$ cat src/rtl/rope_pkg.sv
// Shared types and fixed-point helpers for the rope physics scheduler slice.
package rope_pkg;

  typedef enum logic [2:0] {
    IDLE,
    LATCH,
    LAUNCH,
    WAIT,
    PUBLISH
  } state_e;

  localparam int unsigned POS_W     = 32;
  localparam int unsigned PIX_W     = 10;
  localparam int unsigned FRAC_BITS = 12;

  // Pixel coordinate to unsigned fixed point with `frac` fractional bits.
  function automatic logic [POS_W-1:0] pix_to_fp(input logic [PIX_W-1:0] pix,
                                                 input int unsigned      frac);
    return POS_W'(pix) << frac;
  endfunction

endpackage

$ cat src/rtl/rope_done_collector.sv
// Sticky per-pass done collector with a per-pass watchdog counter.
module rope_done_collector #(
  parameter int unsigned CORES   = 4,
  parameter int unsigned TIMEOUT = 1023,
  localparam int unsigned WDW    = $clog2(TIMEOUT + 1)
) (
  input  logic             clk_i,
  input  logic             rst_ni,
  input  logic             clear_i,
  input  logic             active_i,
  input  logic [CORES-1:0] core_done_i,
  output logic             all_done_o,
  output logic             timeout_o
);

  logic [CORES-1:0] seen_q;
  logic [WDW-1:0]   wd_q;

  always_ff @(posedge clk_i or negedge rst_ni) begin
    if (!rst_ni) begin
      seen_q <= '0;
      wd_q   <= '0;
    end else if (clear_i) begin
      seen_q <= '0;
      wd_q   <= '0;
    end else if (active_i) begin
      seen_q <= seen_q | core_done_i;
      wd_q   <= wd_q + WDW'(1);
    end
  end

  // A done arriving in the completing cycle counts, hence the OR with the live input.
  assign all_done_o = active_i & (&(seen_q | core_done_i));
  assign timeout_o  = active_i & (wd_q >= WDW'(TIMEOUT - 1));

endmodule

$ cat src/rtl/rope_step_scheduler.sv
// Frame sequencer: latch mouse, one integrate pass, ITERS constraint passes, publish.
module rope_step_scheduler #(
  parameter int unsigned CORES     = 4,
  parameter int unsigned ITERS     = 8,
  parameter int unsigned TIMEOUT   = 1023,
  parameter int unsigned FRAC_BITS = 12,
  localparam int unsigned IW       = (ITERS > 1) ? $clog2(ITERS) : 1
) (
  input  logic             clk,
  input  logic             reset,
  input  logic             enable,
  input  logic             frame_tick,
  input  logic [9:0]       in_mouse_x,
  input  logic [9:0]       in_mouse_y,
  input  logic             mouse_valid,
  input  logic [CORES-1:0] core_done,
  output logic             step_start,
  output logic             phase,
  output logic [IW-1:0]    iter_idx,
  output logic [31:0]      mouse_x_fp,
  output logic [31:0]      mouse_y_fp,
  output logic             publish,
  output logic             busy,
  output logic             fault,
  output logic [7:0]       overrun_cnt
);

  import rope_pkg::*;

  state_e           state_q, state_d;
  logic             phase_q, phase_d;
  logic [IW-1:0]    iter_q, iter_d;
  logic [POS_W-1:0] mx_q, mx_d, my_q, my_d;
  logic             fault_q, fault_d;
  logic [7:0]       ovr_q, ovr_d;
  logic             all_done, timeout;

  rope_done_collector #(
    .CORES  (CORES),
    .TIMEOUT(TIMEOUT)
  ) u_collector (
    .clk_i      (clk),
    .rst_ni     (reset),
    .clear_i    (state_q == LAUNCH),
    .active_i   (state_q == WAIT),
    .core_done_i(core_done),
    .all_done_o (all_done),
    .timeout_o  (timeout)
  );

  always_ff @(posedge clk or negedge reset) begin
    if (!reset) begin
      state_q <= IDLE;
      phase_q <= 1'b0;
      iter_q  <= '0;
      mx_q    <= '0;
      my_q    <= '0;
      fault_q <= 1'b0;
      ovr_q   <= '0;
    end else begin
      state_q <= state_d;
      phase_q <= phase_d;
      iter_q  <= iter_d;
      mx_q    <= mx_d;
      my_q    <= my_d;
      fault_q <= fault_d;
      ovr_q   <= ovr_d;
    end
  end

  always_comb begin
    state_d = state_q;
    phase_d = phase_q;
    iter_d  = iter_q;
    mx_d    = mx_q;
    my_d    = my_q;
    fault_d = fault_q;
    ovr_d   = ovr_q;

    if (frame_tick && (state_q != IDLE) && (ovr_q != 8'hFF)) ovr_d = ovr_q + 8'd1;

    unique case (state_q)
      IDLE: if (frame_tick && enable) state_d = LATCH;
      LATCH: begin
        if (mouse_valid) begin
          mx_d = pix_to_fp(in_mouse_x, FRAC_BITS);
          my_d = pix_to_fp(in_mouse_y, FRAC_BITS);
        end
        phase_d = 1'b0;
        iter_d  = '0;
        state_d = LAUNCH;
      end
      LAUNCH: state_d = WAIT;
      WAIT: begin
        // Completion takes priority over a watchdog expiry in the same cycle.
        if (all_done) begin
          if (!phase_q) begin
            phase_d = 1'b1;
            iter_d  = '0;
            state_d = LAUNCH;
          end else if (iter_q == IW'(ITERS - 1)) begin
            state_d = PUBLISH;
          end else begin
            iter_d  = iter_q + IW'(1);
            state_d = LAUNCH;
          end
        end else if (timeout) begin
          fault_d = 1'b1;
          state_d = IDLE;
        end
      end
      PUBLISH: state_d = IDLE;
      default: state_d = IDLE;
    endcase
  end

  assign step_start  = (state_q == LAUNCH);
  assign publish     = (state_q == PUBLISH);
  assign busy        = (state_q != IDLE);
  assign phase       = phase_q;
  assign iter_idx    = iter_q;
  assign mouse_x_fp  = mx_q;
  assign mouse_y_fp  = my_q;
  assign fault       = fault_q;
  assign overrun_cnt = ovr_q;

endmodule

$ cat config.mk
export PLATFORM = sky130hd
export DESIGN_NAME = rope_step_scheduler
export DESIGN_NICKNAME = d
export VERILOG_FILES = /design/src/rtl/rope_pkg.sv /design/src/rtl/rope_done_collector.sv /design/src/rtl/rope_step_scheduler.sv
export SDC_FILE = /design/constraint.sdc
export NUM_CORES = 1
export LEC_CHECK = 0
export CORE_MARGIN = 5
export CORE_UTILIZATION = 50
export CTS_CLUSTER_DIAMETER = 30
export DETAILED_ROUTE_END_ITERATION = 16
export DONT_BUFFER_PORTS = 1
export HOLD_SLACK_MARGIN = 0.05
export PLACE_DENSITY = 0.68
export SLEW_MARGIN = 20
export SYNTH_ARGS = -nofsm -noshare
export SYNTH_HDL_FRONTEND = slang
export SYNTH_SLANG_ARGS = --single-unit
$ cat constraint.sdc
create_clock -name clk -period 1.57 [get_ports clk]
set_clock_uncertainty 0.05 [all_clocks]
set_input_delay 0.2355 -clock clk [delete_from_list [all_inputs] [get_ports clk]]
set_output_delay 0.2355 -clock clk [all_outputs]
set_load 0.1 [all_outputs]
---- After elaboration in Yosys (flattened, before gate mapping) ----
Index checks and enable logic that the tools add are counted.
storage, ports and cells
  bits in registers ....................... 50
  logic and storage cells ................. 56
  input port bits ......................... 29
operators by class
  equal/unequal tests ..................... 10
  bitwise logic cells ..................... 4
  mux-type cells .......................... 16
  $lt $le $gt $ge ......................... 1
  add/sub/neg operators ................... 3
  reduce and logical (&&, ||, !) cells .... 13
operators with widths
  kind                   number
  $mux 3                 8
  $mux 10                2
  $pmux 3 s4             1
  $add 10x1->10 const B  1
  $ge 10x10->1 const B   1
  $add 8x1->8 const B    1
  $mux 4                 2
  $ne 8x8->1 const B     1
  $eq 3x2->1 const B     2
  $eq 3x3->1 const B     2
  $ne 3x3->1 const B     2
  $pmux 3 s2             1
  $reduce_and 2->1       3
  $reduce_and 3->1       2
  $ne 2x2->1 const B     2
  $or 4x4->4             1
  $reduce_and 4->1       1
  $reduce_bool 2->1      2
  $add 3x1->3 const B    1
  $eq 3x1->1 const B     1
  $logic_and 1x1->1      3
  $logic_not 3->1        1
  $reduce_bool 3->1      1
  $and 1x1->1            2
  other kinds (3)        3

---- Longest topological paths before layout ----
Gate-level depths: netlist (run 1).
  depth after elaboration ................. 5
  gate-level depth with buffers ........... 6
  mapped depth without buffers ............ 6

---- By module ----
A second synthesis (run 1) with hierarchy kept.
second synthesis, totals
  cell total of the unflattened synthesis .. 231
  area, all modules ....................... 2707.6 µm²
modules (own cells, without submodules)
  module               seq. area each (µm²)  times used  cells each  area an instance (µm²)
  rope_step_scheduler  900.9                 1           161         2013.2
  rope_done_collector  350.3                 1           70          694.4

---- Worst setup path after synthesis (run 1) ----
OpenSTA, ideal clock, no wires.
  path type ............................... reg-to-output
  start point ............................. register state_q[0]
  end point ............................... output publish
  buffers on the path ..................... 1
  stages on the path, launching flop included .. 3
  setup slack ............................. -1.565 ns
  arrival ................................. 2.849 ns
  path through ............................ dfrtp_1 > clkbuf_1 > nor3b_1
between the ends
  word-level cells in the longest chain between the ends .. 1
RTL lines
  item                    line                        RTL
  from (decl)             rope_step_scheduler.sv:30   state_e state_q, state_d;
  from (signal assigned)  rope_step_scheduler.sv:61   state_q <= state_d;
  $eq 3x3->1              rope_step_scheduler.sv:118  assign publish = (state_q == PUBLISH);
  to (decl)               rope_step_scheduler.sv:22   output logic publish,
Every way passes these cells.

---- Worst setup path in the final report (run 1) ----
  start point ............................. register state_q[2]
  end point ............................... register mx_q[18] (netlist: mouse_x_fp[18])
between the ends
  word-level cells in the longest chain between the ends .. 2
RTL lines
  item                        line                       RTL
  $eq 3x1->1                  rope_step_scheduler.sv:82  unique case (state_q)
  $reduce_and 2->1 (no line)  --
  to (signal assigned)        rope_step_scheduler.sv:64  mx_q <= mx_d;
  to (decl)                   rope_step_scheduler.sv:33  logic [POS_W-1:0] mx_q, mx_d, my_q, my_d;
Every way passes these cells.
A chain may end at the register's enable or synchronous reset.

==> results of run 1 <==
==> stage by stage <==
step	hold WS [ps]	utilization, %	setup TNS [ps]	instance area [sq um]	std cells
6_report	153.9	73.60	-1758	3711	387
5_1_grt	169.1	73.60	-3112	3711	387
4_1_cts	171.7	70.27	-1734	3543	379
3_5_place_dp	-109.2	58.56	-20.70	2953	333
3_3_place_gp	-109.1	58.56	0	2953	333
2_1_floorplan	-110.1	-	-1411	2840	268
==> per-layer routing <==
metal	GRT usage [%]	wire (microns)	up-vias
met4	6.478	95	0
met2	35.26	3431	67
met5	0	0	-
met1	21.52	2423	916
li1	-	-	874
met3	3.838	415	7
==> final timing paths <==
check / from / end / slack, ps / cells past startpoint
min: frame_tick / overrun_cnt[6] / 150 / 4
max: state_q[2] / mouse_x_fp[18] / -110 / 5
max in group asynchronous: reset / overrun_cnt[5] / 840 / 2
max reg2reg: state_q[2] / mouse_x_fp[18] / -110 / 5
min in group asynchronous: reset / u_collector.seen_q[3] / 390 / 2
min reg2reg: mouse_y_fp[21] / mouse_y_fp[21] / 450 / 1
==> logic make-up (layout without fill, tap and decap cells) <==
group	after synthesis	count (layout)	synth area share [%]
AND/OR/NAND/NOR	56	56	12.52
AO/OA/AOI/OAI	26	26	7.115
adder cells (fa/ha/maj)	5	5	2.437
other	1	44	0.1461
multiplexers	23	23	10.04
buffers and inverters	52	101	14.91
flip-flops	50	50	48.73
XOR/XNOR	12	12	4.094
==> state kept, by name (all words and copies together) (netlist names) <==
signal              flops
state_q                 3
mouse_y_fp             10
fault                   1
iter_idx                3
overrun_cnt             8
phase                   1
u_collector.seen_q      4
u_collector.wd_q       10
mouse_x_fp             10
==> what timing repair did <==
| item | in CTS | in global routing |
|---|---|---|
| hold buffers | 26 | 0 |
| endpoints found under the hold margin | 74 | 0 |
| resized for setup | 13 | 24 |
| pin swaps | 5 | 20 |
| gates cloned | 2 | 2 |
| setup endpoints to repair | 19 | 42 |
| setup buffers | 10 | 7 |
==> worst min-delay path, cell delays in order <==
cell and delay (ps):
o31ai_4 50, a41oi_4 60, nand3_2 70, xnor2_1 60
==> layout make-up <==
| type | count | area [sq um] |
|---|---|---|
| Clock buffer | 8 | 110.1 |
| Tap cell | 70 | 87.58 |
| Timing Repair Buffer | 91 | 923.4 |
| Sequential cell | 50 | 1291 |
| Inverter | 2 | 7.507 |
| Multi-Input combinational cell | 166 | 1291 |
| Fill cell | 325 | 1331 |
==> layout by cell type (no fill, tap or decap), types with 3 or more instances in the layout <==
| master | Yosys | layout |
|---|---|---|
| dfrtp_2 | 0 | 8 |
| dlygate4sd3_1 | 0 | 25 |
| mux2_2 | 12 | 9 |
| ha_4 | 0 | 3 |
| buf_6 | 1 | 4 |
| nor2_1 | 12 | 12 |
| buf_4 | 48 | 52 |
| o21ai_0 | 5 | 3 |
| dfrtp_4 | 0 | 8 |
| dfrtp_1 | 50 | 34 |
| xnor2_1 | 9 | 9 |
| buf_12 | 0 | 5 |
| mux2_1 | 10 | 3 |
| a21oi_1 | 7 | 7 |
| conb_1 | 1 | 44 |
| nand2_1 | 9 | 8 |
| and3_1 | 4 | 3 |
| o31ai_1 | 4 | 3 |
| nand3_1 | 5 | 3 |
| xor2_1 | 3 | 3 |
| clkbuf_8 | 0 | 8 |
| mux2_4 | 0 | 10 |
| nand4_1 | 7 | 7 |
==> run summary, run 1 <==
CTS tree -> built
Highest Clock Rate -> 594.8 MHz
Worst Setup End Kind -> flop
Num Clock Sinks -> 50
Fin crit share -> 107.1%
Placeable Area -> 0.005042 sq mm
Clk Latency, worst-skew pair -> 300 ps
Synth area leader -> dfrtp_1
Post-synthesis cell area -> 0.002567 sq mm
Share of cells above drive strength 1 -> 42.90%
Initial Util -> 50.92%
Setup Slack @ Placement -> -20.70 ps
Fin crit period -> 1681 ps
WL/cell -> 16.45 microns
Worst Path Max Fanout -> 6
DRC -> 0
Die W -> 81.66 microns
Clk root buf -> clkbuf_8
Total Nets Final -> 350
Worst setup margin -> -111.2 ps
Synth area leaders -> dfrtp_1, buf_4, mux2_2
Final Hold Viols -> 0
Failing checks -> negative setup slack
DP Wirelength -> 3791 microns
Die height -> 81.66 microns
Count leader, synth -> dfrtp_1
Worst setup SP type -> flop
# IOs -> 109
TritonCTS buffer count -> 5
Top_reg_cell synth -> dfrtp_1
Port bufs -> 0
Worst Tran Pin Value -> 922.6 ps
Syn_area_per_cell -> 11.41 sq um
GRT Util Overall -> 18.98%
Synthesis-to-layout area growth -> 44.54%
Worst-path cell chain -> buf_4 -> nor2b_4 -> and3_4 -> clkbuf_16 -> mux2_2
Post-synthesis sequential area ratio -> 48.73%
WP buf/inv -> 2
Status -> finished, violations left
Die area -> 0.006668 sq mm
Top post-synthesis cells by count -> dfrtp_1, buf_4, mux2_2, nor2_1, mux2_1
RSZ-0062 raised after global routing -> yes
Pin count of the biggest net entering global routing -> 51
Slowest CP cell -> dfrtp_2
Rows -> 26
Yosys reg bits -> 50
First-pass GRT wire length -> 9646 microns
Via Count -> 1864
CP delay by family, top -> flip-flops
Critical path class -> reg -> reg
Number of synthesized flops with an enable pin -> 0
Routed WL -> 6366 microns
Vias in the first global route -> 1964
Yosys cell types -> 40
Synth async-reset ratio -> 100.0%
# diodes -> 0
Critical path's largest stage delay -> 450 ps
1st-pass router iterations -> 4
Initial drt markers -> 59
H-tree levels -> 2
Syn Inst Count -> 225
Worst-path clk slew -> 90 ps
Slew Limit Fails -> 0
Worst rel slew slack -> 38.49%
Grt ovf -> 0
Post-DR vias/cell -> 4.817
Post-synth top area share -> 48.73%
Req. time, crit path -> 1720 ps
Post-route ant nets -> 0
Initial antenna violation count -> 0
Crit path arrival time -> 1830 ps
Worst hold path class -> in -> reg
Longest Clk Path Bufs -> 2
GPL Wtd Cong -> 0.7531
Yosys warns -> 0
Max cap viols -> 0
Final setup fails -> 24
Power of run 1 is not shown: default switching activity piles up to over one toggle a cycle in this logic, so the estimate is an artifact.
==> inputs of run 2 (changes only) <==
--- a/config.mk
+++ b/config.mk
@@ -5,6 +5,7 @@
 export SDC_FILE = /design/constraint.sdc
 export NUM_CORES = 1
 export LEC_CHECK = 0
+export CORE_ASPECT_RATIO = 1.75
 export CORE_MARGIN = 5
 export CORE_UTILIZATION = 50
 export CTS_CLUSTER_DIAMETER = 30
==> run summary, run 2 (synthesized netlist as in run 1, its figures left out) <==
Worst setup SP type -> flop
Clk Latency, worst-skew pair -> 300 ps
Initial drt markers -> 83
Via Count -> 1915
First-pass GRT wire length -> 9922 microns
TritonCTS buffer count -> 5
Max cap viols -> 0
CP startpoint -> state_q[1]
GRT Util Overall -> 18.67%
Req. time, crit path -> 1710 ps
CTS tree -> built
Initial antenna violation count -> 0
Vias in the first global route -> 2026
WP buf/inv -> 3
Final setup fails -> 25
Slowest CP cell -> dfrtp_2
Failing checks -> negative setup slack
Die W -> 64.17 microns
Slew Limit Fails -> 0
CP delay by family, top -> flip-flops
Longest Clk Path Bufs -> 2
DP Wirelength -> 3989 microns
Num Clock Sinks -> 50
Worst rel slew slack -> 66.27%
Die height -> 104.8 microns
Routed WL -> 6823 microns
# IOs -> 109
Grt ovf -> 0
Final Hold Viols -> 0
Critical path's largest stage delay -> 460 ps
Worst-path clk slew -> 90 ps
Synthesis-to-layout area growth -> 43.96%
H-tree levels -> 2
Post-DR vias/cell -> 5.162
Final cell count without fillers -> 371
Rows -> 34
1st-pass router iterations -> 4
Cells after DPL -> 319
Initial Util -> 51.58%
Highest Clock Rate -> 582.2 MHz
Worst Path Max Fanout -> 10
Status -> finished, violations left
Worst Setup End Kind -> flop
DRC -> 0
Port bufs -> 0
RSZ-0062 raised after global routing -> yes
Placed inst area -> 0.002948 sq mm
Crit path arrival time -> 1850 ps
Clk root buf -> clkbuf_8
Most frequent cells in the layout -> buf_4, conb_1, dfrtp_1
# diodes -> 0
Total Nets Final -> 350
Most common cell after layout, fill and taps aside -> buf_4
Fin crit period -> 1718 ps
R2R Path Start -> state_q[1]
Fin crit share -> 109.4%
Critical path class -> reg -> reg
Final instance area -> 0.003696 sq mm
Pin count of the biggest net entering global routing -> 51
Layout Utilization -> 74.26%
Share of cells above drive strength 1 -> 42.27%
Hold Startpoint -> enable
Worst Tran Pin Value -> 505.9 ps
Placeable Area -> 0.004977 sq mm
WL/cell -> 18.39 microns
Worst hold path class -> in -> reg
Die area -> 0.006725 sq mm
Worst-path cell chain -> buf_6 -> nand2b_4 -> buf_4 -> and3_4 -> buf_12 -> mux2_2
Worst setup margin -> -147.7 ps
Post-route ant nets -> 0
GPL Wtd Cong -> 0.7702
==> run 2: changes by cell type in the layout (fill, tap and decap cells not counted), sizes merged <==
cell / change
buf: +1
clkbuf: -2
bufinv: +1
==> run 2: worst paths after layout <==
check                            endpoint  slack, ps  depth (start not counted)
setup reg to reg           mouse_y_fp[15]       -150                          6
max in group asynchronous  overrun_cnt[5]        820                          2
hold reg to reg            mouse_x_fp[15]        460                          1
hold / removal                 state_q[0]        200                          4
setup / recovery           mouse_y_fp[15]       -150                          6
min in group asynchronous  mouse_x_fp[14]        400                          2
==> run 2: area by class of cell <==
type,count,area [sq um]
flip-flops and latches,50,1289
repair buffers,91,900.9
clock buffers,7,86.33
multi-input cells,166,1315
inverters,2,7.507
fillers,313,1281
well taps,54,67.56
clock inverters,1,30.03
==> run 2: tightest hold or removal path: stages <==
cell	delay (ps)
a21oi_1	50
nor2_1	70
a31oi_1	50
nor2_1	100
==> run 2: repair_timing <==
| action | CTS | global route |
|---|---|---|
| resized for setup | 17 | 25 |
| hold buffers | 25 | 1 |
| cloned | 1 | 2 |
| endpoints found under the hold margin | 73 | 1 |
| setup buffers | 9 | 6 |
| setup endpoints to repair | 4 | 37 |
| pin swaps | 6 | 19 |
==> run 2: routing by layer <==
metal	up-vias	routed length [microns]	global-route usage (%)
li1	868	-	-
met1	935	2157	18.78
met5	-	0	0
met4	0	192	7.424
met3	16	520	4.941
met2	96	3954	35.04
==> run 2: metrics by stage <==
stage	hold slack, ps	setup TNS, ps	worst slack [ps]
after floorplan	-110.1	-1411	-238.5
after global placement	-109.0	0	21.43
after detailed placement	-108.9	-6.885	-6.885
after CTS	56.34	-1506	-136.8
after global routing	215.5	-3835	-184.7
final	198.5	-2609	-147.7
Power of run 2 is left out for the same reason.
==> inputs of run 3 (changes only) <==
--- a/config.mk
+++ b/config.mk
@@ -5,6 +5,7 @@
 export SDC_FILE = /design/constraint.sdc
 export NUM_CORES = 1
 export LEC_CHECK = 0
+export CAP_MARGIN = 20
 export CORE_ASPECT_RATIO = 1.75
 export CORE_MARGIN = 5
 export CORE_UTILIZATION = 50
==> results of run 3 <==
No change in the layout: final DEF, timing and power equal those of run 2.
Power of run 3 is left out for the same reason.
